`src/rtl/mole_spawner.sv`:
```
// rtl/mole_spawner.sv - mole game sequencer: random patterns, shrinking hold window, fixed round count
module mole_spawner #(
    parameter int unsigned HOLD_CYCLES = 50_000_000,
    parameter int unsigned MIN_HOLD    = 10_000_000,
    parameter int unsigned STEP_CYCLES = 2_000_000,
    parameter int unsigned ROUNDS      = 30,
    parameter logic [15:0] SEED        = 16'hACE1
) (
    input  logic       clk,
    input  logic       rst_n,
    input  logic       start,
    input  logic [4:0] board_state,
    output logic       load,
    output logic [4:0] loadval,
    output logic [7:0] round,
    output logic       busy,
    output logic       game_over
);

    localparam int unsigned    TW        = $clog2(HOLD_CYCLES + 1);
    localparam logic [15:0]    SEED_EFF  = (SEED == 16'h0000) ? 16'hACE1 : SEED;
    localparam logic [TW-1:0]  HOLD_INIT = TW'(HOLD_CYCLES);

    typedef enum logic [2:0] {
        S_IDLE,
        S_SPAWN,
        S_HOLD,
        S_CLEAR,
        S_DONE
    } state_t;

    state_t          state_q, state_d;
    logic [15:0]     lfsr_q;
    logic [TW-1:0]   hold_q, hold_d;
    logic [TW-1:0]   timer_q, timer_d;
    logic [7:0]      round_d;
    logic            load_d, busy_d, over_d;
    logic [4:0]      loadval_d;

    logic [31:0]     hold_wide;
    logic [TW-1:0]   hold_next;
    logic [4:0]      pattern;
    logic            early_clear;
    logic            last_round;
    logic            lfsr_fb;

    // Taps 16,14,13,11 in right-shift Fibonacci form; a nonzero seed never reaches 0.
    assign lfsr_fb = lfsr_q[0] ^ lfsr_q[2] ^ lfsr_q[3] ^ lfsr_q[5];

    assign pattern = (lfsr_q[4:0] == 5'd0) ? 5'b00100 : lfsr_q[4:0];

    // Saturating shrink: compare before subtracting so the window never wraps.
    assign hold_wide = 32'(hold_q);
    assign hold_next = (hold_wide >= MIN_HOLD + STEP_CYCLES) ? TW'(hold_wide - STEP_CYCLES)
                                                            : TW'(MIN_HOLD);

    // The board takes two cycles to reflect a load, so its readback is trusted from HOLD cycle 3.
    assign early_clear = ((hold_q - timer_q) >= TW'(2)) && (board_state == 5'd0);
    assign last_round  = ({1'b0, round} + 9'd1) == 9'(ROUNDS);

    always_comb begin
        state_d   = state_q;
        hold_d    = hold_q;
        timer_d   = timer_q;
        round_d   = round;
        busy_d    = busy;
        over_d    = game_over;
        load_d    = 1'b0;
        loadval_d = 5'd0;
        case (state_q)
            S_IDLE, S_DONE: begin
                if (start) begin
                    state_d   = S_SPAWN;
                    round_d   = 8'd0;
                    hold_d    = HOLD_INIT;
                    busy_d    = 1'b1;
                    over_d    = 1'b0;
                    load_d    = 1'b1;
                    loadval_d = pattern;
                end
            end
            S_SPAWN: begin
                timer_d = hold_q;
                state_d = S_HOLD;
            end
            S_HOLD: begin
                timer_d = timer_q - TW'(1);
                if (timer_q == TW'(1) || early_clear) begin
                    round_d = round + 8'd1;
                    hold_d  = hold_next;
                    load_d  = 1'b1;
                    if (last_round) begin
                        state_d = S_CLEAR;
                    end else begin
                        state_d   = S_SPAWN;
                        loadval_d = pattern;
                    end
                end
            end
            S_CLEAR: begin
                state_d = S_DONE;
                busy_d  = 1'b0;
                over_d  = 1'b1;
            end
            default: begin
                state_d = S_IDLE;
                busy_d  = 1'b0;
                over_d  = 1'b0;
            end
        endcase
    end

    always_ff @(posedge clk or negedge rst_n) begin
        if (!rst_n) begin
            state_q   <= S_IDLE;
            lfsr_q    <= SEED_EFF;
            hold_q    <= HOLD_INIT;
            timer_q   <= '0;
            round     <= 8'd0;
            busy      <= 1'b0;
            game_over <= 1'b0;
            load      <= 1'b0;
            loadval   <= 5'd0;
        end else begin
            state_q   <= state_d;
            lfsr_q    <= {lfsr_fb, lfsr_q[15:1]};
            hold_q    <= hold_d;
            timer_q   <= timer_d;
            round     <= round_d;
            busy      <= busy_d;
            game_over <= over_d;
            load      <= load_d;
            loadval   <= loadval_d;
        end
    end

endmodule
```
`config.mk`:
```
export PLATFORM = sky130hd
export DESIGN_NAME = mole_spawner
export DESIGN_NICKNAME = d
export VERILOG_FILES = /design/src/rtl/mole_spawner.sv
export SDC_FILE = /design/constraint.sdc
export NUM_CORES = 1
export LEC_CHECK = 0
export ABC_AREA = 1
export BUFFER_PORTS_ARGS = -buffer_cell sky130_fd_sc_hd__buf_2
export CAP_MARGIN = 20
export CORE_MARGIN = 5
export CORE_UTILIZATION = 44
export CTS_CLUSTER_SIZE = 14
export DETAILED_ROUTE_END_ITERATION = 16
export PLACE_DENSITY_LB_ADDON = 0.3
export SLEW_MARGIN = 20
export SYNTH_ARGS = -nofsm -noshare
export SYNTH_HDL_FRONTEND = slang
export SYNTH_SLANG_ARGS = --single-unit
export TNS_END_PERCENT = 100
```
`constraint.sdc`:
```
create_clock -name clk -period 3.04 [get_ports clk]
set_input_delay 0.456 -clock clk [delete_from_list [all_inputs] [get_ports clk]]
set_output_delay 0.456 -clock clk [all_outputs]
set_load 0.03 [all_outputs]
```
-- Word-level counts from Yosys, hierarchy flattened
Cells that the tools add are included.
W data, S select, Z words.
- input port bits: 8
- memories: 0
- bits in writable memories: 0
- latch bits: 0
- ROM bits: 0
- word-level logic and storage cells: 64
- output and inout port bits: 16
- register bits after elaboration: 87
- mux-type cells: 24
- div/mod/pow operators: 0
- eq/ne operators: 8
- $lt $le $gt $ge: 2
- multipliers: 0
- add/subtract/negate cells: 5
- shift-type cells: 0
- reductions and logical operators: 12
- bitwise logic cells: 4
- operators by type and width (operator ; number):
    $pmux W26 S2 ; 2
    $mux W26 ; 3
    $eq A26 B1 Y1 const B ; 1
    $ge A26 B2 Y1 const B ; 1
    $ge A26 B24 Y1 const B ; 1
    $sub A26 B1 Y26 const B ; 1
    $sub A26 B21 Y26 const B ; 1
    $sub A26 B26 Y26 ; 1
    $mux W5 ; 4
    $mux W8 ; 2
    $pmux W8 S2 ; 1
    $pmux W3 S4 ; 1
    $logic_not A5 Y1 ; 2
    $pmux W5 S2 ; 1
    $add A8 B1 Y9 const B ; 1
    $eq A9 B5 Y1 const B ; 1
    $add A8 B1 Y8 const B ; 1
    $eq A3 B2 Y1 const B ; 2
    $mux W3 ; 2
    $mux W1 ; 4
    $ne A2 B2 Y1 const B ; 2
    $pmux W1 S2 ; 2
    $reduce_and A2 Y1 ; 2
    $reduce_bool A2 Y1 ; 2
    other kinds (11) ; 14

-- Depth between registers and ports, before layout
- depth in word-level cells: 6
- gate-level depth with buffers: 23
- gate-level depth less buffers: 22

-- Least setup slack after synthesis
No wires, ideal clock.
- path kind: register to register
- from: reg hold_q[12]
- to: reg round[0]
- period minus slack after synthesis: 2.399 ns
- stages on the path, launching flop included: 21
- setup slack: 0.641 ns
- data required time: 2.974 ns
- arrival time: 2.333 ns
- setup time: 0.066 ns
- path buffers: 2
- path through: dfstp_2 > ha_1 > nand2_1 > inv_1 > nand2_1 > nand2_1 > a21oi_1 > nand3_1 > nand2_1 > nand2_1 > nor2_1 > nand3_1 > nor2_1 > nand3_1 > nand2_2 > nand2_4 > nand2_4 > buf_6 > buf_12 > nand3_2 > nand2_1
- cells in the longest elaborated chain, start to end: 6
- RTL lines (item ; RTL line ; source):
    start, declared ; 34 ; logic [TW-1:0] hold_q, hold_d;
    start signal, assigned ; 127 ; hold_q <= hold_d;
    $sub A26 B26 Y26 ; 58 ; assign early_clear = ((hold_q - timer_q) >= TW'(2)) && (board_state == 5'd0);
    $ge A26 B2 Y1 ; 58 ;
    $logic_and A1 B1 Y1 ; 58 ;
    $logic_or A1 B1 Y1 ; 88 ; if (timer_q == TW'(1) || early_clear) begin
    $ne A2 B2 Y1 (no line) ; n/a ;
    $reduce_and A3 Y1 (no line) ; n/a ;
    end signal, assigned ; 129 ; round <= round_d;
    end, declared ; 15 ; output logic [7:0] round,
Every way passes these cells.
A chain may end at the register's enable or synchronous reset.

-- Final worst setup path
- from: reg timer_q[10]
- to: reg hold_q[11]
- cells in the longest elaborated chain, start to end: 6
- elaborated cells between the ends (all ways): 7
- those cells by class: add/sub: 1; order compare: 1; eq/ne: 2; reduce/logical: 3
- RTL lines (item ; RTL line ; source):
    start, declared ; 35 ; logic [TW-1:0] timer_q, timer_d;
    start signal, assigned ; 128 ; timer_q <= timer_d;
    $sub A26 B26 Y26 ; 58 ;
    $ge A26 B2 Y1 ; 58 ;
    $logic_and A1 B1 Y1 ; 58 ;
    $logic_or A1 B1 Y1 * ; 88 ;
    $ne A2 B2 Y1 (no line) * ; n/a ;
    $reduce_and A3 Y1 (no line) * ; n/a ;
Mark *: on every way between the ends. The rest lies on a longest branch, timed or not.

==> flow_results.org <==
** Outcome
- The run finished with clean final reports.

** STA
- Transition time at the pin with the least slew margin :: 915.4 ps
- Setup repair after global routing left no endpoint under its margin.
- Clock skew on the completed layout was measured at 7.690 ps.
- Share of the clock period used by the worst path after layout :: 0.9183
- For this run, the top clock speed supported by timing is 358.2 MHz.
- The number of max-slew violations in the final report came to 0.
- Max-slew headroom at the worst pin :: 0.3882
- In the final timing run, aggregate negative setup slack is 0 ps.
- Total setup violations reported at the end of the flow :: 0
- Final WS setup :: 248.3 ps
- Count of final hold-check violations :: 0
- The worst path in the final design needs a cycle of 2792 ps, including I/O delays and setup.

** Power
- Peak supply drop :: 0.0006312 V
- Power after layout :: ~7.7 mW
- For this design the static power due to leakage is 3.479 nW.
- In this run the power density over the cells is 1166 nW/um^2.

** Setup path
- Worst Setup End Kind :: register
- Arrival time worst endpoint :: 3020 ps
- Type of element launching the critical path :: register
- At the worst endpoint, the required time is 3260 ps.
- The number of cells on the worst reg-to-reg path is 22.
- In this run the worst setup path terminates at hold_q[11].
- End of the worst register-to-register path :: hold_q[11]
- Of all nets on the critical path, the largest fanout is 21.
- In this run the worst setup path begins at timer_q[10].
- The worst register-to-register path has a setup slack of 250 ps.
- Crit Reg-Reg Startpoint :: timer_q[10]
- The worst setup path is of the register to register kind.

** Synthesis
- Mapped Cells :: 873
- The synthesized netlist occupies a cell area of 5947 sq um.
- After synthesis, the share of flip-flops with an asynchronous set or reset is 1.000.
- Sorting the synthesized cells by area gives the leading types as dfrtp_1 (25%), nand2_1 (16%), dfstp_2 (8.8%), nand3_1 (7.7%), inv_1 (7.7%).
- By count the netlist is led by nand2_1 (250), inv_1 (122), nand3_1 (92).
- Count leader, synth :: nand2_1
- Sequential area share after synthesis :: 0.3408
- In the synthesized netlist the dominant register cell turns out to be dfrtp_1.
- Mean area per synthesized cell :: 6.812 sq um
- Proportion of netlist area held by the largest area contributor :: 0.2525
- Distinct cell type count after synthesis :: 44
- In this run, synthesis inferred 0 flip-flops with an integrated enable.
- In this run, synthesis produced a sequential element count of 80.
- Net count after synthesis :: 906
- Of all cell types, the one taking the most synthesized area is dfrtp_1.
- For this run, the number of Yosys warnings is 0.

** Job
- Max-cap violation count :: 0

** Die
- The floorplan step defined a die boundary enclosing around 16000 sq um.
- IO Count :: 24
- The die is 126.3 microns wide.
- The die is 126.3 microns tall.
- Cell Rows :: 42
- Core Box Area :: 13240 sq um
- For this configuration, the core starts out at a cell density of 0.4491.

** Finish
- Fraction of layout instances using a drive strength above 1 :: 0.1249
- The finished cells cover approximately 6600 sq um.
- Number of standard cells in the final layout excluding fillers :: roughly 1100
- Number of diodes :: 0
- Post-layout nets :: 933
- Layout-stage area growth over the synthesis result :: 11.57%

** Clock tree
- After clock tree synthesis, the flow added hold-fix buffers numbering 0.
- Number of H-tree levels :: 3
- Maximum number of buffers from clock root to sink :: 2
- # clock sinks :: 80
- TritonCTS built the clock tree.
- Skew-Pair Late Insertion Delay :: 340 ps
- Buffers inserted during clock tree synthesis total 9.
- After clock tree synthesis, the clock-pin slew on the worst setup and hold paths is 60 ps.
- Root buffer cell :: clkbuf_16

** Routing
- The detail route stage leaves a number of antenna-violating nets equal to 0.
- The first detailed-routing pass took 5 iterations.
- Initial detailed-routing violation count :: 422
- Total wire length after detailed routing :: roughly 15 mm
- Vias per Instance :: 5.162
- In the routed design, unresolved DRC markers number 0.
- Dividing the detail-routed wire length by the instance count gives 14.12 microns.
- Summing over every cut layer, the via total after detailed routing is 5580.

** GRT
- For this run, global-route usage on met2 was measured as 0.3127.
- Largest net degree at the start of global routing :: 81
- Global Route met3 Usage :: 0.02752
- The first global-routing pass estimated 25.25 mm of wire.
- The number of antenna violations at the first check in global routing is 0.
- Total congestion overflow :: 0
- The number of global-route vias before repair was 5231.
- For this run, the total global-route usage over all layers was measured as 0.1922.
- Met1 track demand over resource in global routing :: 0.2660
- Gr busiest metal :: met2

** Placement
- During placement, the flow inserted port buffers numbering 23.
- Prior to clock tree synthesis, the placed netlist has a worst setup slack of 156.0 ps.
- Placed cell area :: 6262 sq um
- Detailed placement finished with a half-perimeter wire length of 11.27 mm.
- Placer Congestion :: about 0.88
- Cell count after placement :: 1063

** Worst hold path
- The tightest min-delay check is of the input pin to asynchronous set/reset pin type.
worst min path at each step:
stage	slack, ps	to
2_1_floorplan	160	busy
3_3_place_gp	330	lfsr_q[13]
3_5_place_dp	340	lfsr_q[7]
4_1_cts	320	lfsr_q[14]
5_1_grt	20	lfsr_q[14]
6_report	10	lfsr_q[14]
cell usage in the layout (no fill, tap or decap), drive strengths merged, types with 2 or more instances in the layout:
cell	n
a21oi	22
buf	35
clkbuf	9
clkinvlp	3
dfrtp	60
dfstp	20
ha	25
inv	127
nand2	262
nand3	102
nand3b	5
nand4	18
nor2	92
nor3	13
nor4	3
o211ai	4
o21ai	56
o21bai	2
o221ai	5
o22ai	3
or2	3
xnor2	3
xor2	23
critical path: stages, from the launching register on:
cell and delay [ps]:
dfrtp_1 420, inv_1 110, ha_4 310, nand2_1 100
nor2_1 200, nand2_1 110, inv_1 80, nor2_2 40
nand2_1 50, nand2_1 40, nand2_1 60, o21ai_0 140
nor2_1 120, nand3_1 90, nor2_1 100, nand3_1 100
nand2_2 90, nand2_4 60, nand2_4 70, nand2_1 60
buf_6 190, nand2_1 70, nand2_1 50
layer usage:
metal  vias to the layer above  wire (microns)  share of wire
met5                         -               0              0
met4                         0             255          0.017
met3                        24             585          0.038
met2                       115            7170           0.47
met1                      2568            7250           0.48
li1                       2873               -              -
logic make-up (layout without fill, tap and decap cells):
family                     Yosys count  count (layout)  synth area share
and+or+nand+nor                    501             501            0.3779
adders and majority gates           25              25           0.05260
DFF                                 80              80            0.3408
AOI/OAI and AO/OA                   98              98           0.09258
buffers and inverters              143             175           0.09783
xor gates and xnor gates            26              26           0.03829
report_power, final:
| group | total (mW) | internal (mW) | switching [mW] |
|---|---|---|---|
| logic | 4.89 | 1.66 | 3.23 |
| clock network | 1.01 | 0.560 | 0.455 |
| registers | 1.83 | 1.43 | 0.400 |
| total | 7.74 | 3.66 | 4.08 |
repair_timing:
| action | CTS | global route |
|---|---|---|
| endpoints found under the setup margin | 0 | 35 |
| setup buffers | 0 | 1 |
| endpoints found under the hold margin | 0 | 0 |
| gates resized for setup | 0 | 10 |
cell type report:
type	instances	area, sq um
inverters	124	465.4
clock buffers	9	225.2
flip-flops and latches	80	2027
multi-input cells	650	3400
repair buffers	35	244.0
well taps	176	220.2
clock inverters	7	53.80
fillers	1351	6608
sequential cells by signal, indices dropped and copies added, names as in the netlist:
register,count
busy,1
timer_q,26
state_q,3
game_over,1
hold_q,19
lfsr_q,16
loadval,5
round,8
load,1
metrics by stage:
step,hold slack [ps],utilization
2_1_floorplan,160.4,-
5_1_grt,16.37,0.5010
3_5_place_dp,338.4,0.4729
6_report,11.57,0.5010
4_1_cts,320.7,0.4940
3_3_place_gp,334.8,0.4729
Power figures use the tool's default switching activity.
